File: config.mk
export PLATFORM = sky130hd
export DESIGN_NAME = controlador_barrido_display
export DESIGN_NICKNAME = d
export VERILOG_FILES = /design/src/rtl/controlador_barrido_display.sv
export SDC_FILE = /design/constraint.sdc
export NUM_CORES = 1
export LEC_CHECK = 0
export CELL_PAD_IN_SITES_DETAIL_PLACEMENT = 1
export CELL_PAD_IN_SITES_GLOBAL_PLACEMENT = 1
export CORE_AREA = 8 8 105 107
export CTS_CLUSTER_DIAMETER = 50
export DETAILED_ROUTE_END_ITERATION = 12
export DIE_AREA = 0 0 113 115
export HOLD_SLACK_MARGIN = 0.05
export PLACE_DENSITY = 0.73
export SYNTH_ARGS = -nofsm -noshare
export SYNTH_HDL_FRONTEND = slang
export SYNTH_SLANG_ARGS = --single-unit
File: constraint.sdc
create_clock -name i_Clk -period 1.7 [get_ports i_Clk]
set_clock_uncertainty 0.05 [all_clocks]
set_input_delay 0.255 -clock i_Clk [delete_from_list [all_inputs] [get_ports i_Clk]]
set_output_delay 0.255 -clock i_Clk [all_outputs]
set_load 0.02 [all_outputs]
File: src/rtl/controlador_barrido_display.sv
// controlador_barrido_display: scan controller for a four-digit seven-segment display.
// Drives the digit index, a per-slot blanking window and double-buffered digit data.
// Loads land in a pending register and are committed at the frame boundary
// (or immediately when idle or on the boundary cycle itself).
// Optional macro SUPRIMIR_CEROS_EN: blanks leading-zero digits 2..4.
module controlador_barrido_display #(
   parameter int DIV_CICLOS   = 50000,
   parameter int BLANK_CICLOS = 500
) (
   input  logic        i_Clk,
   input  logic        i_Reset,
   input  logic        i_Habilitar,
   input  logic        i_Cargar,
   input  logic [15:0] i_Dato,
   output logic [1:0]  o_N_cifra,
   output logic [3:0]  o_Datos1,
   output logic [3:0]  o_Datos2,
   output logic [3:0]  o_Datos3,
   output logic [3:0]  o_Datos4,
   output logic        o_Blank,
   output logic        o_Ocupado,
   output logic        o_Fin_cuadro
);

   localparam int CW = $clog2(DIV_CICLOS);
   localparam logic [CW-1:0] CNT_FIN = CW'(DIV_CICLOS - 1);
   localparam logic [CW-1:0] CNT_BLK = CW'(BLANK_CICLOS - 1);

   typedef enum logic [1:0] {IDLE, BLANK, SHOW} estado_t;

   estado_t       est_q, est_d;
   logic [CW-1:0] cnt_q, cnt_d;
   logic [1:0]    n_q, n_d;
   logic [15:0]   dat_q, dat_d;
   logic [15:0]   pend_q, pend_d;
   logic          ocup_q, ocup_d;
   logic          blank_q, blank_d;
   logic          fin_q, fin_d;
   logic          frontera;

   assign frontera = (est_q == SHOW) && (n_q == 2'd3) && (cnt_q == CNT_FIN);

   // Next-state and next-output computation; outputs are registered from the next state
   // so o_Blank and o_N_cifra change on the same edge.
   always_comb begin
      est_d  = est_q;
      cnt_d  = cnt_q;
      n_d    = n_q;
      dat_d  = dat_q;
      pend_d = pend_q;
      ocup_d = ocup_q;
      fin_d  = 1'b0;
      if (!i_Habilitar) begin
         // Stop scanning: commit anything pending, a simultaneous load wins.
         est_d  = IDLE;
         cnt_d  = '0;
         n_d    = 2'd0;
         if (ocup_q) dat_d = pend_q;
         ocup_d = 1'b0;
         if (i_Cargar) dat_d = i_Dato;
      end else begin
         unique case (est_q)
            IDLE: begin
               est_d = BLANK;
               cnt_d = '0;
               n_d   = 2'd0;
               if (i_Cargar) dat_d = i_Dato;
            end
            BLANK: begin
               cnt_d = cnt_q + 1'b1;
               if (cnt_q == CNT_BLK) est_d = SHOW;
            end
            SHOW: begin
               if (cnt_q == CNT_FIN) begin
                  cnt_d = '0;
                  n_d   = n_q + 2'd1;
                  est_d = BLANK;
               end else begin
                  cnt_d = cnt_q + 1'b1;
               end
            end
            default: est_d = IDLE;
         endcase
         if (est_q != IDLE) begin
            if (frontera) begin
               fin_d = 1'b1;
               if (ocup_q) dat_d = pend_q;
               ocup_d = 1'b0;
               if (i_Cargar) dat_d = i_Dato;
            end else if (i_Cargar) begin
               pend_d = i_Dato;
               ocup_d = 1'b1;
            end
         end
      end
      blank_d = (est_d != SHOW);
`ifdef SUPRIMIR_CEROS_EN
      // Digit n+1 is a leading zero when it and all more-significant digits are 0.
      if ((est_d == SHOW) && (n_d != 2'd0) && ((dat_d >> {n_d, 2'b00}) == 16'd0))
         blank_d = 1'b1;
`endif
   end

   // State and output registers with synchronous reset.
   always_ff @(posedge i_Clk) begin
      if (i_Reset) begin
         est_q   <= IDLE;
         cnt_q   <= '0;
         n_q     <= 2'd0;
         dat_q   <= 16'd0;
         pend_q  <= 16'd0;
         ocup_q  <= 1'b0;
         blank_q <= 1'b1;
         fin_q   <= 1'b0;
      end else begin
         est_q   <= est_d;
         cnt_q   <= cnt_d;
         n_q     <= n_d;
         dat_q   <= dat_d;
         pend_q  <= pend_d;
         ocup_q  <= ocup_d;
         blank_q <= blank_d;
         fin_q   <= fin_d;
      end
   end

   assign o_N_cifra    = n_q;
   assign o_Datos1     = dat_q[3:0];
   assign o_Datos2     = dat_q[7:4];
   assign o_Datos3     = dat_q[11:8];
   assign o_Datos4     = dat_q[15:12];
   assign o_Blank      = blank_q;
   assign o_Ocupado    = ocup_q;
   assign o_Fin_cuadro = fin_q;

endmodule

==> flow_metrics.tcl <==
set metrics [dict create \
    status "finished with violations" \
    failed_checks "setup timing" \
    die_area_mm2 0.0130 \
    antenna_cells 0 \
    wl_um 10100 \
    power.share.clock 0.293 \
    critPathLaunchType "flop" \
    place_inst 547 \
    drt.antenna.violating_nets 0 \
    core_area_mm2 0.00946 \
    yosysUniqueCellTypes 53 \
    synth_seq_area_share 0.353 \
    hold_viol_final 0 \
    antenna_found_initial 0 \
    die_w_um 113 \
    syn_to_final_growth_pct 43.1 \
    fin_nets 472 \
    sw_frac_of_total 0.277 \
    viasPerCell 5.31 \
    critical_path.slowest_cell "dfxtp_1" \
    cpMostUsedCell "buf_6" \
    syn_area_mm2 0.00312 \
    dp_hpwl_um 6870 \
    crit_chain "nor4bb_2, and4b_2, buf_6, buf_6, a21bo_4, clkbuf_16, nor2_1" \
    switchingPower_w 0.000730 \
    stdcell_count 559 \
    cts_sinks 55 \
    power_w 0.00263 \
    worst_pin_slew_ps 376 \
    comb_power_share 0.192 \
    clk_pin_slew_worst_paths_ps 100 \
    syn_inst 354 \
    final-max-slew-violation-count 0 \
    power_density_mw_per_mm2 590 \
    internal-power_w 0.00190 \
    maxCapViolCount 0 \
    p_leak_nw 1.66 \
    syn_nets 381 \
    crit_required_ps 1870 \
    critical_path.max_stage_delay_ps 370 \
    routedWlPerCell_um 18.1 \
    die_height_um 115 \
    clkLatencyLatePin_ps 320 \
    cts-hold-fix-buffers 0 \
    critPathKind "flop to flop" \
    dr.first_iter.drc_count 146 \
    setup-violations-final 25 \
    max-slew-margin-rel 0.743 \
    vias 2970 \
    crit_fanout 8 \
    tritoncts "done" \
    ctsHtreeMaxLevel 2 \
    port-buffer-count 40 \
    peakVddDrop_v 0.000394 \
    synthFlopType "dfxtp_1" \
    end_kind "flop" \
    start_util 0.330 \
    hold_class "flop to flop" \
    gp_congestion 0.768 \
    fmax_ghz 0.577 \
    clk_path_buf_depth 2 \
    cp.arrival_ps 1910 \
    rsz0062_at_grt "yes" \
    final.period_utilization 1.02 \
    firstDrtPassIters 4 \
    synth_edf_count 0 \
    grt_pass1_wl_um 15600 \
    ys_ff_latch 55 \
    synth-warning-count 0 \
    period_needed_ps 1730 \
    seqPwrFrac 0.515 \
    num_rows 36 \
    grt_start_max_net_pins 21 \
    grt.overflow.total 0 \
    io_pins 41 \
    fin_ws_ps -33.8 \
    grtUsageTotal 0.148 \
    tritoncts.num_buffers 5 \
    grt_pass1_vias 3086 \
    ys_async_sr_fraction 0 \
    drive_gt1_frac 0.312 \
    postLayoutCoreUtil 0.472 \
    avgSynthCellArea_um2 8.81 \
    clockRootBuffer "clkbuf_8" \
    fill_cells 1090 \
    drc 0 \
]
[Yosys cell counts, types with 4 or more instances]
library cell  count  area share
a221o_1           4       0.013
a31o_2            9       0.025
nor2_1           23       0.028
dfxtp_1          55        0.35
buf_2             8       0.013
nand2b_1          5       0.010
a21oi_1          19       0.030
mux2_2            7       0.025
mux2i_1          36        0.12
a211oi_1         13       0.031
xor2_1            5       0.014
a2111oi_0         8       0.022
o211ai_1          4      0.0096
inv_1            11       0.013
nand2_1          49       0.059
clkbuf_1         11       0.013
o21ai_0          13       0.021
nand3_1           7       0.011
ha_1              7       0.028
nand4_1           6       0.012
xnor2_1           7       0.020
[critical path: cells and delay by family, from the launching register on]
| family | cells | cell delay (ps) |
|---|---|---|
| flip-flops | 1 | 370 |
| AND/OR/NAND/NOR | 3 | 650 |
| AO/OA/AOI/OAI | 1 | 150 |
| buffers and inverters | 3 | 400 |
[cell families (layout without fill, tap and decap cells)]
group,Yosys count,count (layout),synth area share
AO/OA/AOI/OAI,83,83,0.194
AND/OR/NAND/NOR,116,116,0.188
adder cells (fa/ha/maj),7,7,0.0281
XOR/XNOR,12,12,0.0337
flip-flops,55,55,0.353
multiplexers,43,43,0.141
buffers and inverters,38,129,0.0626
[per-layer routing]
layer,share of wire,global-route usage,wire [µm]
met1,0.44,0.178,4450
met3,0.034,0.0305,347
met4,0.017,0.0524,168
met5,0,0,0
met2,0.51,0.256,5150
[repair_timing]
item	CTS	global route
buffers inserted	4	1
pin swaps	8	13
cloned	1	1
gates resized for setup	21	43
setup endpoints to repair	52	54
[flip-flops by register name, indices dropped and copies added (netlist names)]
signal,count
cnt_q,16
dat_q,16
pend_q,16
est_q,2
o_N_cifra,2
o_Blank,1
o_Fin_cuadro,1
o_Ocupado,1
[power groups by stage]
stage	combinational, W	sequential, W	clock (W)
global route	0.000542	0.00136	0.000840
detailed placement	0.000475	0.00139	0
global placement	0.000464	0.00139	0
finish	0.000506	0.00136	0.000772
floorplan	0.000216	0.00141	0
CTS	0.000491	0.00136	0.000790
[metrics by stage]
| step | area (µm²) | setup slack (ps) | TNS, ps | hold slack [ps] |
|---|---|---|---|---|
| finish | 4460 | -33.8 | -602 | 416 |
| CTS | 4300 | -66.1 | -1620 | 422 |
| detailed placement | 4100 | -197 | -4870 | 402 |
| global route | 4460 | -111 | -3750 | 436 |
| floorplan | 3160 | -54.4 | -527 | 345 |
| global placement | 4100 | -132 | -3430 | 391 |
[cell type report]
class                           instances  area [µm²]  area share
Clock inverter                          1        5.00     0.00112
Sequential cell                        55        1110       0.250
Inverter                               12        50.0      0.0112
Tap cell                              114         143      0.0320
Multi-Input combinational cell        261        2020       0.452
Clock buffer                            6        82.6      0.0185
Timing Repair Buffer                  110        1050       0.235
[worst paths after layout]
kind / startpoint / to / slack, ps / cells past startpoint
worst max-delay path: cnt_q[15] / cnt_q[5] / -30 / 7
worst min-delay path: pend_q[8] / pend_q[8] / 420 / 2
worst max register to register: cnt_q[15] / cnt_q[5] / -30 / 7
worst min register to register: pend_q[8] / pend_q[8] / 420 / 2
[placed cells by master, fill, tap and decap left out, types with 5 or more instances in the layout]
cell type        synthesis  final
buf_4                    3     57
nand2_1                 49     48
dfxtp_1                 55     48
clkdlybuf4s50_1          0     37
mux2i_1                 36     36
nor2_1                  23     19
a21oi_1                 19     15
o21ai_0                 13     12
inv_1                   11      9
a31o_2                   9      9
a211oi_1                13      9
nand3_1                  7      7
xnor2_1                  7      7
mux2_2                   7      7
nand4_1                  6      6
clkbuf_8                 0      6
buf_12                   1      6
xor2_1                   5      5
a211oi_2                 1      5
dfxtp_2                  0      5
buf_6                    2      5
Note: power is estimated with default switching activity, not from simulation.
